$ cat src/rtl/sdram_pkg.sv
// sdram_pkg: shared definitions for the SDRAM controller slice.
//  - cmd_t   : SDRAM command encodings {RAS_n, CAS_n, WE_n}
//  - A10_BIT : address bit that requests auto-precharge on READ/WRITE
//  - state_t : state encoding of the burst read engine (also exported as a debug output)
// Timing values are not here; they are module parameters.
package sdram_pkg;

  typedef enum logic [2:0] {
    CMD_REF   = 3'b001,
    CMD_PRE   = 3'b010,
    CMD_ACT   = 3'b011,
    CMD_WRITE = 3'b100,
    CMD_READ  = 3'b101,
    CMD_NOP   = 3'b111
  } cmd_t;

  localparam int A10_BIT = 10;

  typedef enum logic [2:0] {
    ST_IDLE     = 3'd0,
    ST_ACTIVATE = 3'd1,
    ST_RCD_WAIT = 3'd2,
    ST_READ_CMD = 3'd3,
    ST_CAS_WAIT = 3'd4,
    ST_CAPTURE  = 3'd5,
    ST_RP_WAIT  = 3'd6
  } state_t;

endpackage

$ cat src/rtl/sdram_read_pack.sv
// sdram_read_pack: collects PACK consecutive DQ beats into one FIFO word.
// Ports:
//  clk, rst     clock, asynchronous active-high reset
//  capture      high in every cycle whose closing edge samples a valid beat
//  data_in      SDRAM DQ
//  fifo_data    packed word, updated together with fifo_write and held afterwards
//  fifo_write   one-cycle strobe, asserted the cycle after the PACK-th beat of a group
// Handshake: fifo_write is a plain strobe with no ready; the caller only starts a
// burst once the FIFO has room for all of its words, so a write is never refused.
module sdram_read_pack #(
  parameter int DQ_WIDTH  = 16,
  parameter int PACK      = 2,
  parameter bit MSB_FIRST = 1'b1
) (
  input  logic                     clk,
  input  logic                     rst,
  input  logic                     capture,
  input  logic [DQ_WIDTH-1:0]      data_in,
  output logic [DQ_WIDTH*PACK-1:0] fifo_data,
  output logic                     fifo_write
);

  localparam int W     = DQ_WIDTH * PACK;
  localparam int CNT_W = (PACK > 1) ? $clog2(PACK) : 1;

  logic [CNT_W-1:0] cnt;
  logic [CNT_W-1:0] slot;
  logic [W-1:0]     acc;
  logic [W-1:0]     acc_next;
  logic             group_done;

  // Beat k of a group lands in slot PACK-1-k (MSB first) or slot k (LSB first).
  always_comb begin
    slot       = MSB_FIRST ? (CNT_W'(PACK - 1) - cnt) : cnt;
    acc_next   = acc;
    acc_next[slot*DQ_WIDTH +: DQ_WIDTH] = data_in;
    group_done = (cnt == CNT_W'(PACK - 1));
  end

  always_ff @(posedge clk or posedge rst) begin
    if (rst) begin
      cnt        <= '0;
      acc        <= '0;
      fifo_data  <= '0;
      fifo_write <= 1'b0;
    end else begin
      fifo_write <= 1'b0;
      if (capture) begin
        if (group_done) begin
          fifo_data  <= acc_next;
          fifo_write <= 1'b1;
          cnt        <= '0;
        end else begin
          acc <= acc_next;
          cnt <= cnt + 1'b1;
        end
      end else begin
        cnt <= '0;
      end
    end
  end

endmodule

$ cat src/rtl/sdram_burst_read.sv
// sdram_burst_read: SDRAM burst read engine.
// Issues ACT then READ with auto-precharge, captures BURST_LEN beats, packs them
// PACK per word into the read FIFO, then waits T_RP before going idle again.
// Ports:
//  clk, rst      clock, asynchronous active-high reset
//  command       SDRAM command (sdram_pkg::cmd_t encoding), NOP unless ACT/READ
//  address       row on ACT, {A10=1, column} on READ, 0 otherwise
//  bank          bank on ACT/READ, 0 otherwise
//  data_in       SDRAM DQ
//  enable        keep issuing bursts while high
//  idle          engine quiescent (state == IDLE)
//  auto_refresh  blocks new bursts; never interrupts one in flight
//  app_address   start address {bank, row, col}
//  fifo_data     packed read word
//  fifo_write    one-cycle write strobe per word
//  fifo_space    free FIFO entries, checked only before a burst starts
//  state         current FSM state (debug)
module sdram_burst_read
  import sdram_pkg::*;
#(
  parameter int DQ_WIDTH    = 16,
  parameter int PACK        = 2,
  parameter int BURST_LEN   = 8,
  parameter int ROW_WIDTH   = 12,
  parameter int COL_WIDTH   = 8,
  parameter int BANK_WIDTH  = 2,
  parameter int T_RCD       = 2,
  parameter int CAS_LAT     = 2,
  parameter int T_RP        = 2,
  parameter bit MSB_FIRST   = 1'b1,
  parameter int SPACE_WIDTH = 8
) (
  input  logic                                     clk,
  input  logic                                     rst,
  output logic [2:0]                               command,
  output logic [ROW_WIDTH-1:0]                     address,
  output logic [BANK_WIDTH-1:0]                    bank,
  input  logic [DQ_WIDTH-1:0]                      data_in,
  input  logic                                     enable,
  output logic                                     idle,
  input  logic                                     auto_refresh,
  input  logic [BANK_WIDTH+ROW_WIDTH+COL_WIDTH-1:0] app_address,
  output logic [DQ_WIDTH*PACK-1:0]                 fifo_data,
  output logic                                     fifo_write,
  input  logic [SPACE_WIDTH-1:0]                   fifo_space,
  output state_t                                   state
);

  localparam int ADDR_W    = BANK_WIDTH + ROW_WIDTH + COL_WIDTH;
  localparam int WORDS     = BURST_LEN / PACK;
  localparam int TMR_W     = 8;
  // Each wait state leaves when the timer (cleared on entry) reaches its last count.
  localparam int RCD_LAST  = (T_RCD > 1) ? T_RCD - 2 : 0;
  localparam int CAS_LAST  = (CAS_LAT > 1) ? CAS_LAT - 2 : 0;
  localparam int RP_LAST   = (T_RP > 0) ? T_RP - 1 : 0;
  localparam int BEAT_LAST = BURST_LEN - 1;

  state_t                  state_next;
  logic [TMR_W-1:0]        tmr;
  logic [ADDR_W-1:0]       rd_addr;
  logic [COL_WIDTH-1:0]    col;
  logic [ROW_WIDTH-1:0]    row;
  logic [BANK_WIDTH-1:0]   bnk;
  logic [ROW_WIDTH-1:0]    read_addr;
  logic                    start;
  logic                    capture;
  logic                    last_beat;

  assign col = rd_addr[COL_WIDTH-1:0];
  assign row = rd_addr[COL_WIDTH +: ROW_WIDTH];
  assign bnk = rd_addr[COL_WIDTH+ROW_WIDTH +: BANK_WIDTH];

  always_comb begin
    read_addr = '0;
    read_addr[COL_WIDTH-1:0] = col;
    read_addr[A10_BIT] = 1'b1;
  end

  assign start     = enable && !auto_refresh && (fifo_space >= SPACE_WIDTH'(WORDS));
  assign capture   = (state == ST_CAPTURE);
  assign last_beat = capture && (tmr == TMR_W'(BEAT_LAST));
  assign idle      = (state == ST_IDLE);

  always_comb begin
    state_next = state;
    command    = CMD_NOP;
    address    = '0;
    bank       = '0;
    case (state)
      ST_IDLE: begin
        if (start) state_next = ST_ACTIVATE;
      end
      ST_ACTIVATE: begin
        command    = CMD_ACT;
        address    = row;
        bank       = bnk;
        state_next = (T_RCD > 1) ? ST_RCD_WAIT : ST_READ_CMD;
      end
      ST_RCD_WAIT: begin
        if (tmr == TMR_W'(RCD_LAST)) state_next = ST_READ_CMD;
      end
      ST_READ_CMD: begin
        command    = CMD_READ;
        address    = read_addr;
        bank       = bnk;
        state_next = (CAS_LAT > 1) ? ST_CAS_WAIT : ST_CAPTURE;
      end
      ST_CAS_WAIT: begin
        if (tmr == TMR_W'(CAS_LAST)) state_next = ST_CAPTURE;
      end
      ST_CAPTURE: begin
        if (last_beat) state_next = (T_RP > 0) ? ST_RP_WAIT : ST_IDLE;
      end
      ST_RP_WAIT: begin
        if (tmr == TMR_W'(RP_LAST)) state_next = ST_IDLE;
      end
      default: state_next = ST_IDLE;
    endcase
  end

  always_ff @(posedge clk or posedge rst) begin
    if (rst) begin
      state   <= ST_IDLE;
      tmr     <= '0;
      rd_addr <= '0;
    end else begin
      state <= state_next;
      tmr   <= (state_next != state) ? '0 : tmr + 1'b1;
      // app_address is tracked while the engine is idle and not streaming; once
      // enable is high, consecutive bursts continue from the advanced address.
      if (idle && !enable) begin
        rd_addr <= app_address;
      end else if (last_beat) begin
        rd_addr <= rd_addr + ADDR_W'(BURST_LEN);
      end
    end
  end

  sdram_read_pack #(
    .DQ_WIDTH  (DQ_WIDTH),
    .PACK      (PACK),
    .MSB_FIRST (MSB_FIRST)
  ) u_pack (
    .clk        (clk),
    .rst        (rst),
    .capture    (capture),
    .data_in    (data_in),
    .fifo_data  (fifo_data),
    .fifo_write (fifo_write)
  );

endmodule

$ cat config.mk
export PLATFORM = sky130hd
export DESIGN_NAME = sdram_burst_read
export DESIGN_NICKNAME = d
export VERILOG_FILES = /design/src/rtl/sdram_pkg.sv /design/src/rtl/sdram_read_pack.sv /design/src/rtl/sdram_burst_read.sv
export SDC_FILE = /design/constraint.sdc
export NUM_CORES = 1
export LEC_CHECK = 0
export ABC_CLOCK_PERIOD_IN_PS = 3000
export CORE_ASPECT_RATIO = 1.25
export CORE_MARGIN = 2
export CORE_UTILIZATION = 48
export DETAILED_ROUTE_END_ITERATION = 10
export GPL_TIMING_DRIVEN = 1
export PLACE_DENSITY_LB_ADDON = 0.08
export RECOVER_POWER = 100
export SLEW_MARGIN = 20
export SYNTH_ARGS = -nofsm -noshare
export SYNTH_HDL_FRONTEND = slang
export SYNTH_SLANG_ARGS = --single-unit
$ cat constraint.sdc
create_clock -name clk -period 3 [get_ports clk]
set_input_delay 0.6 -clock clk [delete_from_list [all_inputs] [get_ports clk]]
set_output_delay 0.6 -clock clk [all_outputs]
set_load 0.05 [all_outputs]
# Word level (Yosys, flattened, before mapping)

Index checks and enable logic that the tools add are counted.
W data, S select, Z words.

Register bits after elaboration: 99

Bitwise logic cells: 1
Multiplexer cells: 17
Reduce and logical (&&, ||, !) cells: 12
Eq/ne operators: 9
Add/sub/neg operators: 5
$lt $le $gt $ge: 1
Shifts and indexed selects: 2

Operator list:

| kind                       | number |
|---|---|
| $mux W22                   | 2 |
| $neg A5 Y34                | 1 |
| $shift A16 B34 Y32 const A | 1 |
| $shiftx A16 B34 Y32        | 1 |
| $bwmux W32                 | 1 |
| $pmux W12 S2               | 1 |
| $add A22 B4 Y22 const B    | 1 |
| $pmux W3 S7                | 1 |
| $mux W3                    | 5 |
| $eq A3 B3 Y1 const B       | 3 |
| $add A8 B1 Y8 const B      | 1 |
| $eq A8 B1 Y1 const B       | 1 |
| $eq A8 B3 Y1 const B       | 1 |
| $ge A8 B3 Y1 const B       | 1 |
| $logic_not A8 Y1           | 1 |
| $mux W8                    | 1 |
| $eq A3 B2 Y1 const B       | 2 |
| $pmux W3 S2                | 1 |
| $logic_and A1 B1 Y1        | 4 |
| $mux W1                    | 4 |
| $reduce_and A2 Y1          | 2 |
| $eq A3 B1 Y1 const B       | 1 |
| $logic_not A3 Y1           | 1 |
| $ne A3 B3 Y1               | 1 |
| other kinds (7)            | 8 |

# Logic depth before layout (Yosys ltp)

Depth in word-level cells: 7
Mapped depth: 7

# Hierarchy

A second synthesis with hierarchy kept.

Cells, all modules: 344
Area, all modules: 3966.3 um^2

By module, submodules not included:

| module           | sequential area each (um^2) | instances | cells an instance | area an instance (um^2) |
|---|---|---|---|---|
| sdram_burst_read | 825.8                       | 1         | 237               | 2053.2 |
| sdram_read_pack  | 1251.2                      | 1         | 107               | 1913.1 |

# Least setup slack after synthesis

No wires, ideal clock.

Path kind: register to register
Start point: reg state[0]
End point: reg tmr[2]
Setup slack: 67 ps
Arrival: 2793 ps
Setup time: 140 ps
Path buffers: 1
Cell stages (with the launch flop): 6
Data required time: 2860 ps
Period minus slack after synthesis: 2933 ps
Path through: dfrtp_1 buf_2 nor3_1 a41oi_1 o22ai_1 nor2_1

Elaborated cells on any way between the ends: 16
Those cells by class: 7 x eq/ne; 7 x mux; 2 x reduce/logical

RTL lines:

| element                | line                    | text |
|---|---|---|
| from (decl)            | sdram_burst_read.sv:46  | `output state_t state` |
| from (signal assigned) | sdram_burst_read.sv:127 | `state <= state_next;` |
| $logic_not A3 Y1       | n/a                     |  |
| via idle               | sdram_burst_read.sv:40  | `output logic idle,` |
| $pmux W3 S7            | sdram_burst_read.sv:89  | `case (state)` |
| $ne A3 B3 Y1           | sdram_burst_read.sv:128 | `tmr <= (state_next != state) ? '0 : tmr + 1'b1;` |
| $mux W8                | sdram_burst_read.sv:128 |  |
| to (signal assigned)   | sdram_burst_read.sv:128 |  |
| to (decl)              | sdram_burst_read.sv:59  | `logic [TMR_W-1:0] tmr;` |

The timed path passes the listed nets, and every way through them passes these cells.
A chain may end at the register's enable or synchronous reset.

# Final worst setup path

Start point: reg state[1]
End point: out state[1]

No word-level cell between the ends.

==> results_dict.tcl <==
set metrics [dict create \
    cts_tree "yes" \
    setup_tns_ns 0 \
    cp_data_required_time_ns 2.40 \
    synth_top_area_share_pct 53.6 \
    cpMaxStageDelayCell "dlygate4sd3_1" \
    slowest_delay_ns 0.89 \
    routabilityCongestion 0.785 \
    totalWireLength_um 8350 \
    synthCells 343 \
    yosys-top-cells-count "83 x dfrtp_1, 48 x mux2_2, 35 x nand2_1, 33 x nor2_1, 15 x o21ai_0" \
    antenna_found_initial 0 \
    use_met1_pct 23.4 \
    path_class "flop to output pin" \
    clockBufferDepth 2 \
    critPathLaunchType "flop" \
    cts_buffers 9 \
    num_antenna_cells 0 \
    grt_use_met2_pct 35.3 \
    via_count 2899 \
    overflow 0 \
    fin_worst_skew_ns 0.0116 \
    setup_viol_count_final 0 \
    track_usage_pct 20.2 \
    area_growth_syn_to_layout_pct 33.0 \
    synth-seq-cells 83 \
    drt-pass1-iter-count 4 \
    postLayoutCellArea_sq_um 5160 \
    crit_chain "buf_4 -> dlygate4sd3_1" \
    final.setup.worst_slack_ns 0.151 \
    fillerInstances 641 \
    synth-seq-area-share_pct 53.6 \
    synth_area_leaders "dfrtp_1 54%, mux2_2 14%, nand2_1 3.4%" \
    r2r_slack_ns 0.49 \
    avgSynthCellArea_sq_um 11.3 \
    synth_most_common_cell "dfrtp_1" \
    first_global_vias 3025 \
    cts.root.buffer_cell "clkbuf_8" \
    insertion_delay_ns 0.36 \
    drtIter0Drc 138 \
    fin_crit_sh_pct 95.0 \
    rsz0062_at_grt "false" \
    initial_core_util_pct 49.5 \
    crit_fanout 11 \
    cp.arrival_ns 2.25 \
    die_area_sq_um 8820 \
    port_buffers 100 \
    layout-drive-gt1-share_pct 17.4 \
    grt_max_degree 53 \
    synth-warning-count 0 \
    whs_ns 0.494 \
    p_leak_nw 2.18 \
    cts.sinks 83 \
    die_h_um 104 \
    worstSetupEndpointType "output pin" \
    grt-busiest-layer "met2" \
    final_antenna_net_count 0 \
    min_period_ns 2.85 \
    viasPerCell 5.28 \
    fmax_mhz 351 \
    cts_htree_levels 3 \
    met3_usage_pct 6.35 \
    ys_async_sr_fraction_pct 100 \
    coreArea_sq_um 7840 \
    finish.net_count 503 \
    synth_nets 397 \
    dp_hpwl_um 6000 \
    hold_class "flop to flop" \
    yosysUniqueCellTypes 47 \
    num_rows 36 \
    synth_area_sq_um 3880 \
    final_core_util_pct 65.8 \
    synth_edf_count 0 \
    vdd_drop_max_uv 591 \
    synthFlopType "dfrtp_1" \
    max-slew-margin-rel_pct -22.6 \
    top_level_ports 104 \
    cts-hold-fix-buffers 0 \
    synth_top_area_cell "dfrtp_1" \
    violations "capacitance limit, slew limit" \
    die_w_um 84.4 \
    power_density_nw_per_um2 974 \
    slew_violations 53 \
    worst_pin_slew_ns 1.84 \
    wl_per_cell_um 15.2 \
    status "finished, violations left" \
    maxCapViolations 1 \
    dp_worst_setup_slack_ns 0.526 \
    post_dp_cell_area_sq_um 4990 \
    hold_viol_final 0 \
    drc 0 \
    clk_pin_slew_ns 0.09 \
    grt_pass1_wl_um 14300 \
]
-- worst max-delay path, delay by kind of cell, from the launching register on --
family | cells | cell delay [ns]
buf+inv | 2 | 1.18
flops | 1 | 0.71
-- sequential cells by signal (all words and copies together) (netlist names) --
signal,flops
tmr,8
u_pack.cnt,1
state,3
rd_addr,22
u_pack.fifo_data,32
u_pack.acc,16
u_pack.fifo_write,1
-- placed cells by master, fill, tap and decap left out, types with 2 or more instances in the layout --
| master | instances |
|---|---|
| a31oi_1 | 3 |
| a21oi_1 | 5 |
| buf_4 | 4 |
| clkbuf_2 | 4 |
| mux2_2 | 48 |
| xor2_1 | 12 |
| clkbuf_8 | 10 |
| and2_1 | 6 |
| nand4_1 | 9 |
| and3_2 | 2 |
| bufinv_16 | 3 |
| dfrtp_1 | 83 |
| nor4_1 | 4 |
| nand3_1 | 11 |
| nor2b_1 | 2 |
| and3_1 | 2 |
| clkbuf_1 | 7 |
| and4_1 | 2 |
| nor3_1 | 6 |
| clkdlybuf4s50_1 | 47 |
| xnor2_1 | 10 |
| ha_1 | 4 |
| nor2_1 | 33 |
| nand2_1 | 35 |
| mux2i_1 | 8 |
| inv_1 | 10 |
| o21ai_0 | 16 |
| or3_1 | 2 |
| dlygate4sd3_1 | 47 |
-- through the flow --
stage,total power [mW],std cells
2_1_floorplan,3.42,343
3_3_place_gp,4.13,533
3_5_place_dp,4.19,533
4_1_cts,5.18,549
5_1_grt,5.32,549
6_report,5.02,549
-- final cells by class --
cell class	instances	area, sq um	area share (%)
inverter	10	37.5	0.728
tap	95	119	2.30
multi-input combinational	236	1660	32.1
clock inverter	6	111	2.16
clock buffer	10	138	2.67
sequential	83	2080	40.3
timing repair buffer	109	1020	19.7
-- repair_timing --
item | CTS | global route
setup buffers | 0 | 0
gates resized for setup | 0 | 3
setup endpoints to repair | 0 | 3
-- power breakdown --
| group | switching (mW) | total (mW) | internal, mW |
|---|---|---|---|
| combinational | 1.37 | 2.19 | 0.815 |
| sequential | 0.326 | 1.85 | 1.53 |
| clock | 0.406 | 0.983 | 0.577 |
| total | 2.10 | 5.02 | 2.92 |
-- cells by family (layout without fill, tap and decap cells) --
family / count (synthesis) / in the layout / share of synthesized area, %
and+or+nand+nor: 122 / 122 / 16.3
other: 1 / 1 / 0.0967
muxes: 56 / 56 / 16.0
AOI/OAI and AO/OA: 31 / 31 / 4.78
buffers and inverters: 24 / 135 / 3.00
DFF: 83 / 83 / 53.6
adders and majority gates: 4 / 4 / 1.29
xor gates and xnor gates: 22 / 22 / 4.97
-- layer usage --
metal | vias up | part of all wire, %
met4 | 0 | 1.1
met3 | 8 | 6.7
li1 | 1396 | -
met5 | - | 0
met2 | 86 | 52
met1 | 1409 | 40
-- path summary, 6_finish.rpt --
path                             from  cells past startpoint        endpoint
setup / recovery             state[1]                      2        state[1]
hold / removal             rd_addr[1]                      2      rd_addr[1]
setup reg to reg             state[1]                      6  u_pack.acc[21]
hold reg to reg            rd_addr[1]                      2      rd_addr[1]
max in group asynchronous         rst                      3     rd_addr[15]
min in group asynchronous         rst                      2  u_pack.acc[27]
Note: power is estimated with default switching activity, not from simulation.
